**src/rtl/ibex_rollback_pkg.sv**
```systemverilog
// ibex_rollback_pkg
// Shared types and widths for the register-file checkpoint/rollback controller.
//   rb_state_e  : sequencer states (run, take checkpoint, flush, restore, fatal)
//   RbRetCntW   : width of the retired-instruction counter
//   RbRetryCntW : width of the consecutive-restore counter
package ibex_rollback_pkg;

    localparam int RbRetCntW   = 8;
    localparam int RbRetryCntW = 4;

    typedef enum logic [2:0] {
        RB_RUN     = 3'd0,
        RB_BACKUP  = 3'd1,
        RB_FLUSH   = 3'd2,
        RB_RESTORE = 3'd3,
        RB_FATAL   = 3'd4
    } rb_state_e;

endpackage

```
**src/rtl/ibex_rollback_if.sv**
```systemverilog
// ibex_rollback_if
// Bundles the pipeline-facing signals of the rollback controller.
//   slave  : the rollback controller (consumes pipeline status, drives strobes)
//   master : the pipeline / environment side
// Pipeline status : enable_i, instr_retire_i, next_pc_i, wb_busy_i,
//                   mismatch_i, flush_ack_i
// Controller out  : backup_o, restore_o, flush_req_o, restore_pc_o,
//                   restore_pc_valid_o, fatal_o
interface ibex_rollback_if;

    logic        enable_i;
    logic        instr_retire_i;
    logic [31:0] next_pc_i;
    logic        wb_busy_i;
    logic        mismatch_i;
    logic        flush_ack_i;

    logic        backup_o;
    logic        restore_o;
    logic        flush_req_o;
    logic [31:0] restore_pc_o;
    logic        restore_pc_valid_o;
    logic        fatal_o;

    modport slave (
        input  enable_i, instr_retire_i, next_pc_i, wb_busy_i, mismatch_i, flush_ack_i,
        output backup_o, restore_o, flush_req_o, restore_pc_o, restore_pc_valid_o, fatal_o
    );

    modport master (
        output enable_i, instr_retire_i, next_pc_i, wb_busy_i, mismatch_i, flush_ack_i,
        input  backup_o, restore_o, flush_req_o, restore_pc_o, restore_pc_valid_o, fatal_o
    );

endinterface

```
**src/rtl/ibex_rollback_ctrl.sv**
```systemverilog
// ibex_rollback_ctrl
// Checkpoint/rollback sequencer for the flip-flop register file shadow copy.
// A checkpoint (backup strobe) is taken after Interval retired instructions
// when no register-file write is outstanding. A lockstep mismatch flushes the
// pipeline, then restores the shadow and redirects fetch to the checkpoint PC.
// MaxRetries restores without an intervening checkpoint escalate to a sticky
// fatal state, left only through reset.
//
// Ports:
//   clk_i, rst_ni : clock, asynchronous active-low reset
//   rb            : ibex_rollback_if.slave (pipeline status in, strobes out)
//   backup_cnt_o, restore_cnt_o : saturating strobe counters, only present
//                   when IBEX_ROLLBACK_PERF_CNT_EN is defined
//
// Optional feature macro: IBEX_ROLLBACK_PERF_CNT_EN
module ibex_rollback_ctrl
    import ibex_rollback_pkg::*;
#(
    parameter int unsigned Interval   = 32,
    parameter int unsigned MaxRetries = 3,
    parameter logic [31:0] BootAddr   = 32'h0000_0080
) (
    input  logic          clk_i,
    input  logic          rst_ni,
    ibex_rollback_if.slave rb
`ifdef IBEX_ROLLBACK_PERF_CNT_EN
    ,
    output logic [15:0]   backup_cnt_o,
    output logic [15:0]   restore_cnt_o
`endif
);

    localparam logic [RbRetCntW-1:0]   IntervalCnt = RbRetCntW'(Interval);
    localparam logic [RbRetryCntW-1:0] RetryLimit  = RbRetryCntW'(MaxRetries);

    rb_state_e               state_q, state_d;
    logic [RbRetCntW-1:0]    ret_cnt_q, ret_cnt_d;
    logic [RbRetryCntW-1:0]  retry_cnt_q, retry_cnt_d;
    logic [31:0]             ckpt_pc_q, ckpt_pc_d;

    always_comb begin
        state_d     = state_q;
        ret_cnt_d   = ret_cnt_q;
        retry_cnt_d = retry_cnt_q;
        ckpt_pc_d   = ckpt_pc_q;

        unique case (state_q)
            RB_RUN: begin
                if (!rb.enable_i) begin
                    // Disabled: no progress tracking and mismatches are ignored.
                    ret_cnt_d = '0;
                end else begin
                    if (rb.instr_retire_i && (ret_cnt_q != IntervalCnt)) begin
                        ret_cnt_d = ret_cnt_q + 1'b1;
                    end
                    if (rb.mismatch_i) begin
                        state_d = RB_FLUSH;
                    end else if ((ret_cnt_q == IntervalCnt) && !rb.wb_busy_i) begin
                        state_d = RB_BACKUP;
                    end
                end
            end
            RB_BACKUP: begin
                // A mismatch here means the state about to be saved may be
                // corrupt, so the previous checkpoint is kept.
                if (rb.mismatch_i) begin
                    state_d = RB_FLUSH;
                end else begin
                    ckpt_pc_d   = rb.next_pc_i;
                    ret_cnt_d   = '0;
                    retry_cnt_d = '0;
                    state_d     = RB_RUN;
                end
            end
            RB_FLUSH: begin
                if (rb.flush_ack_i) begin
                    state_d = (retry_cnt_q == RetryLimit) ? RB_FATAL : RB_RESTORE;
                end
            end
            RB_RESTORE: begin
                retry_cnt_d = retry_cnt_q + 1'b1;
                ret_cnt_d   = '0;
                state_d     = RB_RUN;
            end
            RB_FATAL: begin
                state_d = RB_FATAL;
            end
            default: begin
                state_d = RB_RUN;
            end
        endcase
    end

    always_ff @(posedge clk_i or negedge rst_ni) begin
        if (!rst_ni) begin
            state_q     <= RB_RUN;
            ret_cnt_q   <= '0;
            retry_cnt_q <= '0;
            ckpt_pc_q   <= BootAddr;
        end else begin
            state_q     <= state_d;
            ret_cnt_q   <= ret_cnt_d;
            retry_cnt_q <= retry_cnt_d;
            ckpt_pc_q   <= ckpt_pc_d;
        end
    end

    logic backup_strobe;
    logic restore_strobe;

    assign backup_strobe  = (state_q == RB_BACKUP) && !rb.mismatch_i;
    assign restore_strobe = (state_q == RB_RESTORE);

    assign rb.backup_o           = backup_strobe;
    assign rb.restore_o          = restore_strobe;
    assign rb.restore_pc_valid_o = restore_strobe;
    assign rb.flush_req_o        = (state_q == RB_FLUSH) || (state_q == RB_FATAL);
    assign rb.fatal_o            = (state_q == RB_FATAL);
    assign rb.restore_pc_o       = ckpt_pc_q;

`ifdef IBEX_ROLLBACK_PERF_CNT_EN
    logic [15:0] backup_cnt_q;
    logic [15:0] restore_cnt_q;

    always_ff @(posedge clk_i or negedge rst_ni) begin
        if (!rst_ni) begin
            backup_cnt_q  <= '0;
            restore_cnt_q <= '0;
        end else begin
            if (backup_strobe && (backup_cnt_q != 16'hFFFF)) begin
                backup_cnt_q <= backup_cnt_q + 16'd1;
            end
            if (restore_strobe && (restore_cnt_q != 16'hFFFF)) begin
                restore_cnt_q <= restore_cnt_q + 16'd1;
            end
        end
    end

    assign backup_cnt_o  = backup_cnt_q;
    assign restore_cnt_o = restore_cnt_q;
`endif

endmodule

```
**src/flat_wrapper.sv**
```systemverilog
// flat-port wrapper written by rule: the top's interface ports become plain ports
module ibex_rollback_ctrl_flat import ibex_rollback_pkg::*;
#(
    parameter int unsigned Interval   = 32,
    parameter int unsigned MaxRetries = 3,
    parameter logic [31:0] BootAddr   = 32'h0000_0080
)
  (clk_i, rst_ni, rb_enable_i, rb_instr_retire_i, rb_next_pc_i, rb_wb_busy_i, rb_mismatch_i, rb_flush_ack_i, rb_backup_o, rb_restore_o, rb_flush_req_o, rb_restore_pc_o, rb_restore_pc_valid_o, rb_fatal_o);
  ibex_rollback_if rb_i ();
  input  logic clk_i;
  input  logic rst_ni;
  input wire logic [$bits(rb_i.enable_i)-1:0] rb_enable_i;
  input wire logic [$bits(rb_i.instr_retire_i)-1:0] rb_instr_retire_i;
  input wire logic [$bits(rb_i.next_pc_i)-1:0] rb_next_pc_i;
  input wire logic [$bits(rb_i.wb_busy_i)-1:0] rb_wb_busy_i;
  input wire logic [$bits(rb_i.mismatch_i)-1:0] rb_mismatch_i;
  input wire logic [$bits(rb_i.flush_ack_i)-1:0] rb_flush_ack_i;
  output wire logic [$bits(rb_i.backup_o)-1:0] rb_backup_o;
  output wire logic [$bits(rb_i.restore_o)-1:0] rb_restore_o;
  output wire logic [$bits(rb_i.flush_req_o)-1:0] rb_flush_req_o;
  output wire logic [$bits(rb_i.restore_pc_o)-1:0] rb_restore_pc_o;
  output wire logic [$bits(rb_i.restore_pc_valid_o)-1:0] rb_restore_pc_valid_o;
  output wire logic [$bits(rb_i.fatal_o)-1:0] rb_fatal_o;
  assign rb_i.enable_i = rb_enable_i;
  assign rb_i.instr_retire_i = rb_instr_retire_i;
  assign rb_i.next_pc_i = rb_next_pc_i;
  assign rb_i.wb_busy_i = rb_wb_busy_i;
  assign rb_i.mismatch_i = rb_mismatch_i;
  assign rb_i.flush_ack_i = rb_flush_ack_i;
  assign rb_backup_o = rb_i.backup_o;
  assign rb_restore_o = rb_i.restore_o;
  assign rb_flush_req_o = rb_i.flush_req_o;
  assign rb_restore_pc_o = rb_i.restore_pc_o;
  assign rb_restore_pc_valid_o = rb_i.restore_pc_valid_o;
  assign rb_fatal_o = rb_i.fatal_o;
  ibex_rollback_ctrl #(.Interval(Interval), .MaxRetries(MaxRetries), .BootAddr(BootAddr)) u_core (.clk_i(clk_i), .rst_ni(rst_ni), .rb(rb_i));
endmodule
```
**config.mk**
```make
export PLATFORM = sky130hd
export DESIGN_NAME = ibex_rollback_ctrl_flat
export DESIGN_NICKNAME = d
export VERILOG_FILES = /design/src/rtl/ibex_rollback_pkg.sv /design/src/rtl/ibex_rollback_if.sv /design/src/rtl/ibex_rollback_ctrl.sv /design/src/flat_wrapper.sv
export SDC_FILE = /design/constraint.sdc
export NUM_CORES = 1
export LEC_CHECK = 0
export CAP_MARGIN = 20
export CORE_ASPECT_RATIO = 1.25
export CORE_MARGIN = 2
export CORE_UTILIZATION = 40
export CTS_CLUSTER_DIAMETER = 50
export DETAILED_ROUTE_END_ITERATION = 8
export GPL_TIMING_DRIVEN = 0
export PLACE_DENSITY = 0.75
export SYNTH_ARGS = -nofsm -noshare
export SYNTH_HDL_FRONTEND = slang
export SYNTH_SLANG_ARGS = --single-unit
export TNS_END_PERCENT = 50
```
**constraint.sdc**
```tcl
create_clock -name clk_i -period 1.8 [get_ports clk_i]
set_input_delay 0.27 -clock clk_i [delete_from_list [all_inputs] [get_ports clk_i]]
set_output_delay 0.27 -clock clk_i [all_outputs]
set_load 0.02 [all_outputs]
```
### After elaboration in Yosys (flattened, before gate mapping)

Cells that the tools add are included.

* bitwise logic cells: 1
* reductions and logical operators: 13
* $add $sub $neg: 2
* eq/ne operators: 12
* muxes and demuxes: 13

Operators by type and width (count)
* 2-to-1 mux 8 bit: 3
* one-hot mux 8 bit (3 select lines): 1
* 2-to-1 mux 3 bit: 5
* one-hot mux 3 bit (4 select lines): 1
* adder 8 x 1 -> 8 bit, second input constant: 1
* == test 8 x 6 -> 1 bit, second input constant: 1
* != test 8 x 6 -> 1 bit, second input constant: 1
* one-hot mux 4 bit (2 select lines): 1
* == test 3 x 2 -> 1 bit, second input constant: 2
* != test 2 bit, second input constant: 3
* != test 3 x 2 -> 1 bit, second input constant: 2
* AND reduction 3 bit: 2
* adder 4 x 1 -> 4 bit, second input constant: 1
* == test 4 x 2 -> 1 bit, second input constant: 1
* 2-to-1 mux 4 bit: 1
* AND reduction 2 bit: 2
* == test 3 x 1 -> 1 bit, second input constant: 1
* == test 3 bit, second input constant: 1
* logical AND 1 bit: 3
* logical NOT 3 bit: 1
* nonzero test 3 bit: 1
* logical NOT 1 bit: 2
* 2-to-1 mux 2 bit: 1
* nonzero test 2 bit: 1
* 2 further kinds: 2

* bits in registers: 47
* output and inout port bits: 37
* word-level logic and storage cells: 45

### Depth between registers and ports, before layout

* depth after elaboration: 6
* gate-level depth with buffers: 6
* mapped depth without buffers: 6

### Least setup slack after synthesis

No wires, ideal clock.

* path type: register to register
* start point: reg u_core.ret_cnt_q[3]
* end point: reg u_core.ret_cnt_q[6]
* path slack: -0.123 ns
* clock period less this slack: 1.923 ns
* path buffers: 0
* cell stages (with the launch flop): 5
* setup time: 0.122 ns
* data required time: 1.678 ns
* arrival time: 1.802 ns
* path through: dfrtp_1 or4_1 or4_4 nor3b_4 a32o_1

* word-level cells in the longest chain between the ends: 4

RTL lines
* start, declared: RTL line ibex_rollback_ctrl.sv:37 `logic [RbRetCntW-1:0] ret_cnt_q, ret_cnt_d;`
* start signal, assigned: RTL line ibex_rollback_ctrl.sv:102 `ret_cnt_q <= ret_cnt_d;`
* adder 8 x 1 -> 8 bit or != test 8 x 6 -> 1 bit (tied branches): RTL line ibex_rollback_ctrl.sv:54, ibex_rollback_ctrl.sv:53
* 2-to-1 mux 8 bit or logical AND 1 bit (tied branches): RTL line ibex_rollback_ctrl.sv:53 `if (rb.instr_retire_i && (ret_cnt_q != IntervalCnt)) begin`
* 2-to-1 mux 8 bit or != test 3 x 2 -> 1 bit (tied branches)
* one-hot mux 8 bit (3 select lines) or AND reduction 3 bit (tied branches)

Several ways; a longest one is shown, not always the timed one. The select of a mux whose other input is x is not followed.
A chain may end at the register's enable or synchronous reset.

### Worst setup path after layout

* start point: reg u_core.ret_cnt_q[6]
* end point: reg u_core.ret_cnt_q[6]

Same word-level chain as after synthesis.

==> key figures <==
Setup path
  – Setup CP Type: reg -> reg
  – CP max stage delay: 0.54 ns
  – Crit path cell chain: or4_4 > or4_4 > nor3b_4 > a32o_1
  – Crit path buf inv count: 0
  – Max stage delay cell, worst path: or4_4
  – Worst path most repeated cell: or4_4
  – Worst path top cell family by delay: simple AND/OR/NAND/NOR gates
  – CP endpoint kind: flip-flop
  – Worst path required time: 1.99 ns
  – CP arrival: 2.11 ns
  – Critical Path Source Type: flip-flop
  – Worst Path Max Fanout: 4

STA
  – Rel. slew slack: 0.6001
  – Period utilisation layout: 1.066
  – Hold_ws: 0.4286 ns
  – Final Hold Vio Count: 0
  – Setup WS post-layout: -0.1180 ns
  – Skew final: 0.008162 ns
  – Final setup violation count: 2
  – F_max: 0.5214 GHz
  – RSZ-0062 raised after global routing: true
  – Worst Tran Pin Value: 0.5950 ns
  – Min Tclk post-route: 1.918 ns
  – Final Max Tran Viols: 0

Yosys
  – Syn_area_per_cell: 12.48 sq um
  – Post-synth top area share: 0.5396
  – Most common cell in the synthesized netlist: dfrtp_1
  – Mapped Area: 2133 sq um
  – Largest area contributor in the netlist: dfrtp_1
  – Number of synthesized flops with an enable pin: 0
  – Net count after synthesis: 213
  – Prevailing post-synth register cell: dfrtp_1
  – Largest cells by area after synthesis: dfrtp_1 54%, mux2_1 11%, mux2_2 6.3%, ha_1 1.8%, nand2_1 1.8%
  – Yosys reg bits: 47
  – Synth warnings: 0
  – Sequential fraction of the synthesis area: 0.5519
  – Synth cell types: 43
  – Synth Instances: 171
  – Ys async rst share: 1.000
  – Most frequent cells after synthesis: 46 x dfrtp_1, 20 x mux2_1, 12 x mux2_2, 10 x nand2_1, 8 x nor2_1

Floorplanning
  – Core area: 5116 sq um
  – Initial Util: 0.4170
  – Die area: 5937 sq um
  – Die Ht: 85.65 microns
  – Ports: 76
  – Placement Rows: 29
  – Die X: 69.32 microns

Placement
  – Place WS: -0.7623 ns
  – Placed cells: 309
  – # port buffers: 75
  – GP Congestion: 0.8937
  – Detailed Place HPWL: 3.268 mm

Pwr
  – Switch Pwr: 1.737 mW
  – Pwr Density: 1491 nW/um^2
  – VDD IR max: 0.8854 mV
  – Net Sw Frac: 0.3613
  – Static Leak: 1.388 nW
  – Comb power frac: 0.511
  – Clock power share: 0.131
  – Int Power: 3.071 mW
  – Sequential power share: 0.357

Detailed routing
  – Initial drt markers: 80
  – WL/cell: 13.95 microns
  – DRC Markers: 0
  – Routed WL: 4.646 mm
  – Via count: 1706
  – Via density: 5.123
  – Drt pass-1 iters: 4
  – Post-route antenna net violation count: 0

Clock tree
  – Clk_lat worst skew: 0.30 ns
  – Htree depth: 2
  – CTS buffer count: 5
  – Longest Clk Path Bufs: 2
  – Worst-path clk slew: 0.08 ns
  – Clk sinks: 47
  – Root buf cell: clkbuf_8
  – CTS tree: done

Final layout
  – Finished Layout Cells: 333
  – Synth-to-Final Area Change: 51.14%
  – Nets@finish: 312
  – Fraction of layout cells with a size suffix above 1: 0.2140
  – Diode count: 0

GRT
  – Total gr overflow: 0
  – Gr usage total: 0.1626
  – First-pass GRT wire length: 7.748 mm
  – Vias in the first global route: 1751
  – Largest net degree at the start of global routing: 32
  – Antenna violations before repair: 0

Run status
  – Status: complete, but fails checks
  – Failing checks: negative setup slack

Hold path
  – Hold Crit Class: in -> async

Run
  – Max_cap viols: 0
[worst paths after layout]
kind                                            startpoint                    endpoint  slack, ns  cells after the start
worst max-delay path                   u_core.ret_cnt_q[6]         u_core.ret_cnt_q[6]      -0.12                      4
worst min register to register  u_core.rb.restore_pc_o[29]  u_core.rb.restore_pc_o[29]       0.49                      1
min in group clk_i              u_core.rb.restore_pc_o[29]  u_core.rb.restore_pc_o[29]       0.49                      1
max in group asynchronous                           rst_ni   u_core.rb.restore_pc_o[7]       0.81                      3
worst min-delay path                                rst_ni         u_core.ret_cnt_q[5]       0.43                      2
worst max register to register         u_core.ret_cnt_q[6]         u_core.ret_cnt_q[6]      -0.12                      4
[area by class of cell]
class | count | area [sq um]
plain buffers | 8 | 63.81
flip-flops and latches | 47 | 1179
well taps | 62 | 77.57
fillers | 402 | 1892
clock buffers | 6 | 72.57
inverters | 5 | 18.77
clock inverters | 2 | 16.27
repair buffers | 92 | 879.6
multi-input cells | 111 | 917.1
[flip-flops by register name, indices dropped and copies added, names as in the netlist]
| register | cells |
|---|---|
| u_core.state_q | 3 |
| u_core.retry_cnt_q | 4 |
| u_core.rb.restore_pc_o | 32 |
| u_core.ret_cnt_q | 8 |
[per-stage QoR]
step,setup TNS (ns),power [mW],utilization,instance area (sq um)
floorplan,-0.08240,3.023,-,2142
global placement,-53.76,4.044,0.5806,2970
detailed placement,-12.61,4.102,0.5835,2985
CTS,-0.2427,4.821,0.6229,3187
global route,-0.4986,5.097,0.6302,3224
finish,-0.1445,4.808,0.6302,3224
[placed cells by master (no fill, tap or decap), types with 2 or more instances in the layout]
cell / synthesis / routed
a22o_1: 2 / 2
buf_6: 0 / 2
a211oi_1: 2 / 2
nand2_1: 10 / 10
nor3b_1: 2 / 2
buf_2: 4 / 2
nor2_1: 8 / 8
o21ai_1: 3 / 3
inv_1: 4 / 4
nor4_1: 3 / 2
a31oi_1: 3 / 3
clkdlybuf4s50_1: 0 / 69
mux2_1: 20 / 20
nand4b_1: 2 / 2
o31ai_1: 3 / 3
nor2b_1: 3 / 3
nand2b_1: 4 / 4
o21ai_0: 4 / 4
buf_4: 1 / 22
mux2_2: 12 / 12
nand3_1: 6 / 6
nand4_1: 2 / 2
or4_4: 1 / 2
ha_1: 3 / 3
a211o_1: 2 / 2
clkbuf_4: 0 / 2
clkbuf_8: 0 / 5
dfrtp_1: 46 / 45
[routing by layer]
layer,up-vias,global-route usage,share of wire
met1,823,0.1982,0.42
met4,0,0.05882,0.018
met2,58,0.2806,0.50
met3,6,0.03995,0.053
met5,-,0,0
li1,819,-,-
[cells by family (layout without fill, tap and decap cells)]
group,Yosys count,after routing,synth area share
and+or+nand+nor,49,49,0.1361
DFF,47,47,0.5519
muxes,33,33,0.1736
AOI/OAI and AO/OA,25,25,0.08974
buffers and inverters,13,113,0.02698
adders and majority gates,3,3,0.01760
xor gates and xnor gates,1,1,0.004106
[timing repair]
item | CTS | global route
pin swaps | 1 | 3
endpoints found under the hold margin | 16 | 0
hold buffers | 1 | 0
buffers inserted | 10 | 5
gates resized for setup | 26 | 12
cloned | 0 | 0
setup endpoints to repair | 40 | 31
[worst register-to-register path: cells and delay by family (launching register included)]
family          cells  cell delay, ns
simple gates        3            1.17
flops               1            0.40
compound gates      1            0.25
[power groups by stage]
| stage | combinational [mW] | sequential, mW | clock [mW] |
|---|---|---|---|
| floorplan | 0.828 | 2.19 | 0 |
| global placement | 2.31 | 1.73 | 0 |
| detailed placement | 2.36 | 1.75 | 0 |
| CTS | 2.44 | 1.72 | 0.661 |
| global route | 2.61 | 1.78 | 0.706 |
| finish | 2.46 | 1.72 | 0.632 |
(Power assumes the default switching activity.)
